[config.mk]
export PLATFORM = sky130hd
export DESIGN_NAME = vram_arbiter_flat
export DESIGN_NICKNAME = d
export VERILOG_FILES = /design/src/rtl/vram_pkg.sv /design/src/rtl/vram_arbiter_if.sv /design/src/rtl/vram_arbiter_wait_counter.sv /design/src/rtl/vram_arbiter.sv /design/src/flat_wrapper.sv
export SDC_FILE = /design/constraint.sdc
export NUM_CORES = 1
export LEC_CHECK = 0
export BUFFER_PORTS_ARGS = -buffer_cell sky130_fd_sc_hd__buf_4
export CORE_MARGIN = 1
export CORE_UTILIZATION = 43
export DETAILED_ROUTE_END_ITERATION = 7
export PLACE_DENSITY = 0.77
export SLEW_MARGIN = 30
export SYNTH_ARGS = -nofsm -noshare
export SYNTH_HDL_FRONTEND = slang
export SYNTH_HIERARCHICAL = 1
export SYNTH_SLANG_ARGS = --single-unit
[constraint.sdc]
create_clock -name clk_100MHz -period 2.22 [get_ports clk_100MHz]
set_input_delay 0.222 -clock clk_100MHz [delete_from_list [all_inputs] [get_ports clk_100MHz]]
set_output_delay 0.222 -clock clk_100MHz [all_outputs]
set_load 0.005 [all_outputs]
[src/rtl/vram_pkg.sv]
// Shared VRAM geometry and the CPU-side arbitration state encoding.
package vram_pkg;

    localparam int VRAM_AW = 19;
    localparam int VRAM_DW = 12;

    typedef enum logic [2:0] {
        S_IDLE  = 3'd0,
        S_WAIT  = 3'd1,
        S_ISSUE = 3'd2,
        S_RESP  = 3'd3,
        S_DONE  = 3'd4
    } state_t;

endpackage

[src/rtl/vram_arbiter_if.sv]
// VGA, CPU and VRAM-core signals of the arbiter; master = surrounding system, slave = arbiter.
interface vram_arbiter_if
    import vram_pkg::*;
#(
    parameter int AW = VRAM_AW,
    parameter int DW = VRAM_DW
) ();

    logic          vga_rdn;
    logic [AW-1:0] vga_addr;
    logic [DW-1:0] vga_data;
    logic          vga_miss;

    logic          cpu_req;
    logic          cpu_we;
    logic [AW-1:0] cpu_addr;
    logic [DW-1:0] cpu_wdata;
    logic [DW-1:0] cpu_rdata;
    logic          cpu_ready;

    logic          vram_write;
    logic [AW-1:0] vram_addr;
    logic [DW-1:0] vram_data_in;
    logic [DW-1:0] vram_out;

    modport master (
        output vga_rdn, vga_addr, cpu_req, cpu_we, cpu_addr, cpu_wdata, vram_out,
        input  vga_data, vga_miss, cpu_rdata, cpu_ready, vram_write, vram_addr, vram_data_in
    );

    modport slave (
        input  vga_rdn, vga_addr, cpu_req, cpu_we, cpu_addr, cpu_wdata, vram_out,
        output vga_data, vga_miss, cpu_rdata, cpu_ready, vram_write, vram_addr, vram_data_in
    );

endinterface

[src/rtl/vram_arbiter_wait_counter.sv]
// Saturating starvation counter: clear, increment, and a flag at MAX_WAIT-1.
module arb_wait_counter #(
    parameter int MAX_WAIT = 16
) (
    input  logic clk,
    input  logic rst,
    input  logic i_clr,
    input  logic i_inc,
    output logic o_term
);

    localparam int CW = $clog2(MAX_WAIT) + 1;

    logic [CW-1:0] r_cnt;

    assign o_term = (r_cnt == CW'(MAX_WAIT - 1));

    always_ff @(posedge clk or posedge rst) begin
        if (rst) begin
            r_cnt <= '0;
        end else if (i_clr) begin
            r_cnt <= '0;
        end else if (i_inc && !o_term) begin
            r_cnt <= r_cnt + CW'(1);
        end
    end

endmodule

[src/rtl/vram_arbiter.sv]
// Single-port VRAM arbiter: VGA owns every slot except the one-cycle CPU ISSUE slot,
// which the CPU gets when VGA is idle or forcibly after MAX_WAIT waiting cycles.
module vram_arbiter
    import vram_pkg::*;
#(
    parameter int AW       = VRAM_AW,
    parameter int DW       = VRAM_DW,
    parameter int MAX_WAIT = 16
) (
    input  logic           clk_100MHz,
    input  logic           rst,
    vram_arbiter_if.slave  bus
);

    state_t        r_state;
    state_t        w_next;

    logic          r_we;
    logic [AW-1:0] r_addr;
    logic [DW-1:0] r_wdata;
    logic          r_vga_slot_d;
    logic [DW-1:0] r_vga_data;
    logic [DW-1:0] r_cpu_rdata;
    logic          r_vga_miss;

    logic          w_cpu_slot;
    logic          w_latch;
    logic          w_cnt_inc;
    logic          w_override;
    logic          w_wait_term;

    assign w_cpu_slot = (r_state == S_ISSUE);

    arb_wait_counter #(
        .MAX_WAIT (MAX_WAIT)
    ) u_wait_cnt (
        .clk    (clk_100MHz),
        .rst    (rst),
        .i_clr  (w_cpu_slot),
        .i_inc  (w_cnt_inc),
        .o_term (w_wait_term)
    );

    always_comb begin
        w_next     = r_state;
        w_latch    = 1'b0;
        w_cnt_inc  = 1'b0;
        w_override = 1'b0;
        case (r_state)
            S_IDLE: begin
                if (bus.cpu_req) begin
                    w_latch = 1'b1;
                    w_next  = S_WAIT;
                end
            end
            S_WAIT: begin
                if (bus.vga_rdn) begin
                    w_next = S_ISSUE;
                end else if (w_wait_term) begin
                    w_next     = S_ISSUE;
                    w_override = 1'b1;
                end else begin
                    w_cnt_inc = 1'b1;
                end
            end
            S_ISSUE: w_next = S_RESP;
            S_RESP:  w_next = S_DONE;
            S_DONE: begin
                if (!bus.cpu_req) begin
                    w_next = S_IDLE;
                end
            end
            default: w_next = S_IDLE;
        endcase
    end

    always_ff @(posedge clk_100MHz or posedge rst) begin
        if (rst) begin
            r_state <= S_IDLE;
        end else begin
            r_state <= w_next;
        end
    end

    always_ff @(posedge clk_100MHz or posedge rst) begin
        if (rst) begin
            r_we    <= 1'b0;
            r_addr  <= '0;
            r_wdata <= '0;
        end else if (w_latch) begin
            r_we    <= bus.cpu_we;
            r_addr  <= bus.cpu_addr;
            r_wdata <= bus.cpu_wdata;
        end
    end

    // A VGA slot lost to the CPU leaves r_vga_slot_d low, so the previous pixel repeats.
    always_ff @(posedge clk_100MHz or posedge rst) begin
        if (rst) begin
            r_vga_slot_d <= 1'b0;
            r_vga_data   <= '0;
            r_cpu_rdata  <= '0;
            r_vga_miss   <= 1'b0;
        end else begin
            r_vga_slot_d <= !w_cpu_slot && !bus.vga_rdn;
            r_vga_miss   <= w_override;
            if (r_vga_slot_d) begin
                r_vga_data <= bus.vram_out;
            end
            if ((r_state == S_RESP) && !r_we) begin
                r_cpu_rdata <= bus.vram_out;
            end
        end
    end

    assign bus.vram_addr    = w_cpu_slot ? r_addr : bus.vga_addr;
    assign bus.vram_write   = w_cpu_slot && r_we;
    assign bus.vram_data_in = r_wdata;
    assign bus.vga_data     = r_vga_data;
    assign bus.vga_miss     = r_vga_miss;
    assign bus.cpu_rdata    = r_cpu_rdata;
    assign bus.cpu_ready    = (r_state == S_DONE);

endmodule

[src/flat_wrapper.sv]
// flat-port wrapper written by rule: the top's interface ports become plain ports
module vram_arbiter_flat import vram_pkg::*;
#(
    parameter int AW       = VRAM_AW,
    parameter int DW       = VRAM_DW,
    parameter int MAX_WAIT = 16
)
  (clk_100MHz, rst, bus_vga_rdn, bus_vga_addr, bus_cpu_req, bus_cpu_we, bus_cpu_addr, bus_cpu_wdata, bus_vram_out, bus_vga_data, bus_vga_miss, bus_cpu_rdata, bus_cpu_ready, bus_vram_write, bus_vram_addr, bus_vram_data_in);
  vram_arbiter_if #(.AW(AW), .DW(DW)) bus_i ();
  input  logic clk_100MHz;
  input  logic rst;
  input wire logic [$bits(bus_i.vga_rdn)-1:0] bus_vga_rdn;
  input wire logic [$bits(bus_i.vga_addr)-1:0] bus_vga_addr;
  input wire logic [$bits(bus_i.cpu_req)-1:0] bus_cpu_req;
  input wire logic [$bits(bus_i.cpu_we)-1:0] bus_cpu_we;
  input wire logic [$bits(bus_i.cpu_addr)-1:0] bus_cpu_addr;
  input wire logic [$bits(bus_i.cpu_wdata)-1:0] bus_cpu_wdata;
  input wire logic [$bits(bus_i.vram_out)-1:0] bus_vram_out;
  output wire logic [$bits(bus_i.vga_data)-1:0] bus_vga_data;
  output wire logic [$bits(bus_i.vga_miss)-1:0] bus_vga_miss;
  output wire logic [$bits(bus_i.cpu_rdata)-1:0] bus_cpu_rdata;
  output wire logic [$bits(bus_i.cpu_ready)-1:0] bus_cpu_ready;
  output wire logic [$bits(bus_i.vram_write)-1:0] bus_vram_write;
  output wire logic [$bits(bus_i.vram_addr)-1:0] bus_vram_addr;
  output wire logic [$bits(bus_i.vram_data_in)-1:0] bus_vram_data_in;
  assign bus_i.vga_rdn = bus_vga_rdn;
  assign bus_i.vga_addr = bus_vga_addr;
  assign bus_i.cpu_req = bus_cpu_req;
  assign bus_i.cpu_we = bus_cpu_we;
  assign bus_i.cpu_addr = bus_cpu_addr;
  assign bus_i.cpu_wdata = bus_cpu_wdata;
  assign bus_i.vram_out = bus_vram_out;
  assign bus_vga_data = bus_i.vga_data;
  assign bus_vga_miss = bus_i.vga_miss;
  assign bus_cpu_rdata = bus_i.cpu_rdata;
  assign bus_cpu_ready = bus_i.cpu_ready;
  assign bus_vram_write = bus_i.vram_write;
  assign bus_vram_addr = bus_i.vram_addr;
  assign bus_vram_data_in = bus_i.vram_data_in;
  vram_arbiter #(.AW(AW), .DW(DW), .MAX_WAIT(MAX_WAIT)) u_core (.clk_100MHz(clk_100MHz), .rst(rst), .bus(bus_i));
endmodule
======== Word level (Yosys, flattened, before mapping) ========
Index checks and enable logic that the tools add are counted.
storage, ports and cells
  register bits ........................... 66
  input port bits ......................... 67
  output and inout port bits .............. 58
  logic and storage cells ................. 45
operators by class
  $add $sub $neg .......................... 1
  equal/unequal tests ..................... 8
  multiplexer cells ....................... 16
  reduce and logical (&&, ||, !) cells .... 11
operators with widths
  operator                                                                count
  19-bit 2-to-1 mux                                                       1
  3-bit case mux with 5 select lines                                      1
  3-bit 2-to-1 mux                                                        4
  5-bit 2-to-1 mux                                                        2
  1-bit 2-to-1 mux                                                        8
  3-bit by 2-bit equality test with 1-bit output (second input constant)  2
  5-bit by 1-bit adder with 5-bit output (second input constant)          1
  5-bit by 4-bit equality test with 1-bit output (second input constant)  1
  1-bit logical AND                                                       4
  1-bit zero test                                                         4
  2-bit != test (second input constant)                                   2
  3-bit by 1-bit equality test with 1-bit output (second input constant)  1
  3-bit equality test (second input constant)                             1
  3-bit zero test                                                         1
  3-bit != test (second input constant)                                   1
  3-bit AND reduction                                                     1
  2-bit nonzero test                                                      1

======== Depth between registers and ports, before layout ========
Gate-level depths: netlist of the first run.
  depth after elaboration ................. 7
  depth in mapped cells ................... 7
  depth with buffers taken out ............ 7

======== Hierarchy ========
The synthesis of the first run kept the hierarchy.
by module, submodules not included
  module            times used  cells each  area each (um^2)  sequential area each (um^2)
  vram_arbiter      1           165         2,595.0           1,526.5
  arb_wait_counter  1           24          264.0             125.1

======== Least setup slack after synthesis of the first run ========
OpenSTA, ideal clock, no wires.
  path kind ............................... register to register
  from .................................... register u_core.u_wait_cnt.r_cnt[0]
  to ...................................... register u_core.u_wait_cnt.r_cnt[3]
  setup time .............................. 0.127 ns
  arrival ................................. 1.963 ns
  data required time ...................... 2.093 ns
  setup slack ............................. 0.129 ns
  cell stages (with the launch flop) ...... 8
  buffers on the path ..................... 0
  period minus slack after synthesis ...... 2.091 ns
  cell sequence ........................... dfrtp_1 > ha_1 > and3_1 > ha_1 > nor4_1 > nor2b_4 > nand4_1 > mux2_1
between the ends
  word-level cells in the longest chain between the ends .. 6
  elaborated cells on any way between the ends .. 10
  classes of those cells .................. add/sub: 1; eq/ne: 1; mux: 5; reduce/logical: 3
RTL lines
  what                                            line                             source
  start, declared                                 vram_arbiter_wait_counter.sv:14  logic [CW-1:0] r_cnt;
  start signal, assigned                          vram_arbiter_wait_counter.sv:24  r_cnt <= r_cnt + CW'(1);
  5-bit by 4-bit equality test with 1-bit output  vram_arbiter_wait_counter.sv:16  assign o_term = (r_cnt == CW'(MAX_WAIT - 1));
  via u_core.w_wait_term                          vram_arbiter.sv:30               logic w_wait_term;
  1-bit 2-to-1 mux                                vram_arbiter.sv:59               end else if (w_wait_term) begin
  1-bit 2-to-1 mux                                vram_arbiter.sv:57               if (bus.vga_rdn) begin
  1-bit 2-to-1 mux                                vram_arbiter.sv:49               case (r_state)
  via u_core.w_cnt_inc                            vram_arbiter.sv:28               logic w_cnt_inc;
  1-bit logical AND                               vram_arbiter_wait_counter.sv:23  end else if (i_inc && !o_term) begin
  2-bit nonzero test (no line)                    --
The timed path passes the listed nets, and every way through them passes these cells. The select of a mux whose other input is x is not followed.
A chain may end at the register's enable or synchronous reset.

======== Worst setup path after layout of the first run ========
Ends and elaborated chain as after synthesis.

==> results of run 1 <==
[cells in the final DEF (no fill, tap or decap), drive strengths merged, types with 2 or more instances in the layout]
cell type  instances
mux2              76
nor2               8
clkinv             4
inv                4
nor4b              2
nand2b             2
dfrtp             66
buf              132
clkbuf            11
ha                 2
nor2b              2
[stage by stage]
stage	hold slack [ns]	total power (W)	setup TNS, ns	util	area (um^2)
CTS	0.0444	0.00512	0	0.641	4100
detailed placement	0.163	0.00411	0	0.609	3890
global placement	0.151	0.00403	0	0.609	3890
floorplan	0.000521	0.00318	0	-	2860
global route	0.0433	0.00542	-0.00196	0.645	4120
finish	0.0657	0.00507	0	0.645	4120
[worst max-delay path, cell delays in order (launching register included)]
cell                      delay (ns)
sky130_fd_sc_hd__dfrtp_1        0.41
sky130_fd_sc_hd__ha_1           0.22
sky130_fd_sc_hd__and3_1         0.18
sky130_fd_sc_hd__ha_1           0.20
sky130_fd_sc_hd__nor4_2         0.26
sky130_fd_sc_hd__nor2b_4        0.26
sky130_fd_sc_hd__nand4_1        0.12
sky130_fd_sc_hd__mux2_1         0.32
[power by group through the flow]
stage	Sequential, W	Clock, W	Combinational [W]
finish	0.00209	0.000982	0.00200
CTS	0.00209	0.00101	0.00201
detailed placement	0.00210	0	0.00201
global route	0.00217	0.00108	0.00217
global placement	0.00208	0	0.00195
floorplan	0.00201	0	0.00117
[cell families after synthesis]
| group | Yosys count |
|---|---|
| AOI/OAI and AO/OA | 5 |
| xor gates and xnor gates | 2 |
| adders and majority gates | 2 |
| buffers and inverters | 14 |
| DFF | 66 |
| muxes | 77 |
| and+or+nand+nor | 23 |
[sequential cells by signal, summed over array words and instances, names as in the netlist]
register,cells
u_core/r_we,1
u_core/r_state,3
u_core/u_wait_cnt/r_cnt,5
u_core/r_addr,19
u_core/bus.vga_miss,1
u_core/bus.cpu_rdata,12
u_core/r_vga_slot_d,1
u_core/bus.vga_data,12
u_core/bus.vram_data_in,12
[metal layers]
metal / vias to the layer above / track usage / share of wire
met5: - / 0 / 0
met4: 0 / 0.0863 / 0.017
met3: 9 / 0.0574 / 0.061
met2: 71 / 0.325 / 0.53
met1: 977 / 0.211 / 0.39
li1: 940 / - / -
[repair_timing]
action                                  in CTS  in global routing
hold buffers                                 1                  0
hold endpoints to repair                    28                  0
resized for setup                            0                  2
buffers inserted                             0                  2
endpoints found under the setup margin       0                 18
[how the worst max path moves through the flow]
stage                               startpoint                          to  slack (ns)  cells after the start
floorplan           u_core/u_wait_cnt/r_cnt[0]  u_core/u_wait_cnt/r_cnt[3]        0.13                      7
detailed placement  u_core/u_wait_cnt/r_cnt[0]  u_core/u_wait_cnt/r_cnt[3]        0.06                      7
finish              u_core/u_wait_cnt/r_cnt[0]  u_core/u_wait_cnt/r_cnt[3]        0.11                      7
CTS                          u_core/r_state[2]           bus_vram_addr[11]        0.03                      4
global placement    u_core/u_wait_cnt/r_cnt[0]  u_core/u_wait_cnt/r_cnt[3]        0.15                      7
global route        u_core/u_wait_cnt/r_cnt[0]  u_core/u_wait_cnt/r_cnt[3]      -0.002                      7
[final cells by class]
cell class / count / area (um^2)
clock buffer: 11 / 141
timing repair buffer: 133 / 1040
sequential: 66 / 1650
inverter: 4 / 15.0
tap: 77 / 96.3
fill: 504 / 2270
multi-input combinational: 109 / 1120
clock inverter: 5 / 53.8
==> metrics.cfg, run 1 <==
[detailed_routing]
first_iter_violations = 49
routed_wire_length_per_instance_um = 14.9
drc_errors = 0
drt_pass1_iterations = 4
route.vias.total = 1997
route.antenna.remaining_nets = 0
vias_per_cell = 4.93
drt_wl_total_mm = 6.05

[logic_synthesis]
yosys.cell_types.count = 32
netlist.area_leader.share = 0.578
cells_after_synthesis = 189
synth_compound_gate_area_share = 0.0136
yosys.cell_count.top_type = sky130_fd_sc_hd__mux2_2
syn_nets = 258
ys_top_cells_by_area = sky130_fd_sc_hd__dfrtp_1, sky130_fd_sc_hd__mux2_2, sky130_fd_sc_hd__buf_6
synth_mux_area_frac = 0.303
yosysWarnings = 6
synth.ff_latch_count = 66
sequential_element_share_of_the_synthesized_area = 0.578
synthDominantAreaCellType = sky130_fd_sc_hd__dfrtp_1
ys_async_sr_fraction = 1.00
synthSimpleGateAreaFrac = 0.0565
ys.flop_type = sky130_fd_sc_hd__dfrtp_1
synth_adder_area_share = 0.00875
synth_top_family_by_area = multiplexers
yosys.area_share.xor_xnor = 0.00613
synth-edff-count = 0
synthesized_area_per_cell_um2 = 15.1
synthesis.area_um2 = 2860
yosys-top-cells-count = sky130_fd_sc_hd__mux2_2, sky130_fd_sc_hd__dfrtp_1, sky130_fd_sc_hd__nor2_1

[sta]
number_of_pins_with_negative_max_slew_slack_in_the_final_report = 0
timing.clock.skew_ns = 0.00598
worst_pin_slew_ns = 0.563
final.min_clock_period_ns = 2.11
final_min_period_over_clock_period = 0.950
setup_viol_count_final = 0
hold_viol_final = 0
maxSlewHeadroom = 0.625
fmax_mhz = 474
final_critical_path_setup_slack_ns = 0.111

[cts]
cts_tree = done
clk_latency_ns = 0.33
worst_setup_hold_path_clk_slew_ns = 0.07
ctsLongestPathBuffers = 2
htree_num_levels = 3
cts_num_sinks = 66
cts_made_buffers = 9
ctsRootBufferMaster = sky130_fd_sc_hd__clkbuf_8

[worst_setup_path]
path_class = register to register
critical_path_arrival_ns = 2.32
timing.critical_path.to_type = register
worstReg2RegStart = u_core/u_wait_cnt/r_cnt[0]
r2r_setup_slack_ns = 0.11
reg2reg_end = u_core/u_wait_cnt/r_cnt[3]
number_of_cells_traversed_by_the_worst_register_to_register_path = 7
crit_required_ns = 2.43
cp-start-kind = register
worstPathMaxFanout = 5

[hold_path]
hold_path_end = u_core/r_vga_slot_d
hp-class = input port to register
source_of_the_worst_hold_timing_path = bus_vga_rdn
min_delay_path_depth = 2

[grt]
global_route_wire_length_before_repair_mm = 10.2
grt_use_total = 0.187
overflow = 0
grt_start_max_net_pins = 39
grt_antenna_before_repair = 0
via_count_of_the_first_global_routing_pass = 2101

[final_layout]
final_layout_size_suffix_gt1_frac = 0.695
nets = 392
syn_to_final_growth_pct = 44.1
num_antenna_cells = 0
instances_no_fill = 405

[power]
p_clk_frac = 0.193
cellInternalPower_w = 0.00361
netSwitchingFraction = 0.288
power.density_cell_area_nw_per_um2 = 1230
combPwrFrac = 0.394
seqPwrFrac = 0.412
vdd_ir_drop_max_uv = 681
power_switching_w = 0.00146
power_leakage_nw = 1.96

[die]
placeableCoreArea_um2 = 6390
initial_utilization = 0.448
fp.dieArea_um2 = 6980
floorplan.die.height_um = 83.5
chipWidth_um = 83.5
design.portCount = 125
rows = 29

[placed_design]
placed_cells = 386
place_worst_setup_slack_ns = 0.0572
gpl.final_weighted_congestion = 0.755
dp.final_hpwl_mm = 4.45
port_buf_inserts = 124

[job]
maxCapViolations = 0

[status]
outcome = finished clean

(Power assumes the default switching activity.)
==> run 2, diff against run 1 <==
--- a/config.mk
+++ b/config.mk
@@ -8,9 +8,10 @@
 export BUFFER_PORTS_ARGS = -buffer_cell sky130_fd_sc_hd__buf_4
 export CORE_MARGIN = 1
 export CORE_UTILIZATION = 43
+export CTS_CLUSTER_SIZE = 30
 export DETAILED_ROUTE_END_ITERATION = 7
 export PLACE_DENSITY = 0.77
-export SLEW_MARGIN = 30
+export SETUP_SLACK_MARGIN = 0.4
 export SYNTH_ARGS = -nofsm -noshare
 export SYNTH_HDL_FRONTEND = slang
 export SYNTH_HIERARCHICAL = 1
==> run 2 against run 1 <==
  * Non-clock buffer count grew 17
  * Critical path depth shrank 2
  * Die area is the same
  * Critical path type is now register to primary output
  * Critical endpoint is now bus_vram_addr[0]
  * Largest power group is now combinational cells
==> metrics.cfg, run 2 (synthesis results as in run 1) <==
[hold_path]
hold_path_end = u_core/r_vga_slot_d
hp-class = input port to register
min_delay_path_depth = 2  ; unchanged
source_of_the_worst_hold_timing_path = bus_vga_rdn

[job]
maxCapViolations = 0  ; unchanged

[grt]
grt_antenna_before_repair = 0  ; unchanged
overflow = 0  ; unchanged
global_route_wire_length_before_repair_mm = 10.6  ; +3.9%
grt_use_total = 0.195  ; +0.00828
grt_start_max_net_pins = 42  ; +7.7%
via_count_of_the_first_global_routing_pass = 2271  ; +8.1%

[status]
outcome = finished clean

[sta]
worst_pin_slew_ns = 0.517  ; -0.0454 ns
fin_setup_tns_ns = 0  ; unchanged
number_of_pins_with_negative_max_slew_slack_in_the_final_report = 0  ; unchanged
fmax_mhz = 519  ; +9.5%
hold_viol_final = 0  ; unchanged
maxSlewHeadroom = 0.655  ; +0.0303
timing.clock.skew_ns = 0.00742  ; +0.00144 ns
final_min_period_over_clock_period = 0.868  ; -0.0824
final.min_clock_period_ns = 1.93  ; -0.183 ns
rsz_0062_raised_after_global_routing = true
setup_viol_count_final = 0  ; unchanged

[final_layout]
multi_input_comb_area_um2 = 1240  ; +10%
instances_no_fill = 422  ; +4.2%
num_antenna_cells = 0  ; unchanged
final_cell_mix = sky130_fd_sc_hd__buf_4, sky130_fd_sc_hd__dfrtp_1, sky130_fd_sc_hd__mux2_2
max_ffs_per_register = 19  ; unchanged
final_layout_size_suffix_gt1_frac = 0.736  ; +0.0411
layout.area.seq_um2 = 1660  ; +0.15%
max_flop_register = u_core/r_addr
nets = 409  ; +4.3%
syn_to_final_growth_pct = 55.6
layout_commonest_cell = sky130_fd_sc_hd__buf_4
final.fill_count = 479  ; -5.0%

[cts]
ctsRootBufferMaster = sky130_fd_sc_hd__clkbuf_8
cts_num_sinks = 66  ; unchanged
ctsLongestPathBuffers = 2  ; unchanged
worst_setup_hold_path_clk_slew_ns = 0.07  ; about the same
cts_made_buffers = 9  ; unchanged
cts_tree = done
htree_num_levels = 3  ; unchanged
clk_latency_ns = 0.33  ; about the same

[power]
power.density_cell_area_nw_per_um2 = 1230  ; -0.54%
vdd_ir_drop_max_uv = 592  ; -13%
power_leakage_nw = 2.13  ; +8.7%

[detailed_routing]
drt_pass1_iterations = 4  ; unchanged
drt_wl_total_mm = 6.67  ; +10%
first_iter_violations = 56  ; +14%
routed_wire_length_per_instance_um = 15.8  ; +5.8%
vias_per_cell = 5.08  ; +3.0%
drc_errors = 0  ; unchanged
route.antenna.remaining_nets = 0  ; unchanged
route.vias.total = 2144  ; +7.4%

[worst_setup_path]
path_class = register to primary output
cp_slowest_cell = sky130_fd_sc_hd__dfrtp_2
cp-start-kind = register
worstReg2RegStart = u_core/u_wait_cnt/r_cnt[0]
cp_common_cell = sky130_fd_sc_hd__buf_6
crit_required_ns = 2.00  ; -0.43 ns
r2r_setup_slack_ns = 0.38  ; +0.27 ns
critical_path_arrival_ns = 1.70  ; -0.62 ns
number_of_cells_traversed_by_the_worst_register_to_register_path = 7  ; unchanged
reg2reg_end = u_core/u_wait_cnt/r_cnt[3]
timing.critical_path.to_type = primary output
critPathMaxStageDelay_ns = 0.42  ; about the same
worstPathMaxFanout = 6  ; +1
cells_along_the_critical_path = nor3_4, buf_6, clkbuf_16, mux2_4, buf_6

[placed_design]
port_buf_inserts = 124  ; unchanged
gpl.final_weighted_congestion = 0.739  ; -2.1%
dp.final_hpwl_mm = 4.18  ; -5.9%
placed_cells = 385  ; -0.26%

[die]
chipWidth_um = 83.5  ; unchanged
initial_utilization = 0.448  ; unchanged
fp.dieArea_um2 = 6980  ; unchanged
placeableCoreArea_um2 = 6390  ; unchanged
design.portCount = 125  ; unchanged
rows = 29  ; unchanged
floorplan.die.height_um = 83.5  ; unchanged

[run 2: cell types whose count changed in the layout (fill, tap and decap cells not counted), moves of 2 or more]
cell                         before  now
sky130_fd_sc_hd__buf_6            0   22
sky130_fd_sc_hd__buf_4          129  123
sky130_fd_sc_hd__mux2_2          75   56
sky130_fd_sc_hd__dfrtp_1         65   63
sky130_fd_sc_hd__dfrtp_2          1    3
sky130_fd_sc_hd__mux2_4           0   19
sky130_fd_sc_hd__ha_1             2    0
sky130_fd_sc_hd__clkinvlp_4       0    2
[run 2: power breakdown]
group          switching (W)  internal, W
clock network       0.000445     0.000430
registers           0.000310      0.00175
logic               0.000865      0.00165
total                0.00162      0.00383
[run 2: worst max-delay path by stage]
| stage | from | to | slack [ns] |
|---|---|---|---|
| finish | u_core/r_state[0] | bus_vram_addr[0] | 0.29 |
| global route | u_core/r_state[0] | bus_vram_addr[13] | 0.23 |
| CTS | u_core/r_state[1] | bus_vram_addr[1] | 0.26 |
| detailed placement | u_core/u_wait_cnt/r_cnt[0] | u_core/u_wait_cnt/r_cnt[3] | 0.17 |
| global placement | u_core/u_wait_cnt/r_cnt[0] | u_core/u_wait_cnt/r_cnt[3] | 0.23 |
| floorplan | u_core/u_wait_cnt/r_cnt[0] | u_core/u_wait_cnt/r_cnt[3] | 0.28 |
[run 2: area by class of cell]
class                   count  area share
well taps                  77      0.0217
inverters                   4     0.00337
clock inverters             5     0.00675
flip-flops and latches     66       0.372
repair buffers            150       0.286
multi-input cells         109       0.278
clock buffers              11      0.0318
[run 2: through the flow]
step	hold WS, ns	power [W]	util	cell area, um^2	setup slack, ns
CTS	0.0524	0.00523	0.668	4270	0.261
global route	0.0700	0.00579	0.697	4450	0.233
floorplan	0.000521	0.00320	-	2890	0.278
detailed placement	0.154	0.00411	0.612	3910	0.174
global placement	0.148	0.00402	0.612	3910	0.225
finish	0.0758	0.00545	0.697	4450	0.294
[run 2: routing by layer]
metal  vias up  GRT usage  share of wire  wire length, um
li1        971          -              -                -
met1      1069      0.243           0.42             2780
met2        87      0.320           0.49             3300
met3        17     0.0475          0.064              428
met4         0     0.0940          0.024              160
met5         -          0              0                0
[run 2: repair_timing]
item | CTS | global route
buffers inserted | 13 | 5
gates resized for setup | 18 | 31
gates cloned | 1 | 1
endpoints found under the setup margin | 22 | 22
pin swaps | 3 | 1
hold buffers | 1 | 0
hold endpoints to repair | 25 | 0
[run 2: worst max-delay path: cells and delay by family, from the launching register on]
family	cells	cell delay (ns)
DFF	1	0.42
buffers and inverters	3	0.42
muxes	1	0.30
and+or+nand+nor	1	0.23
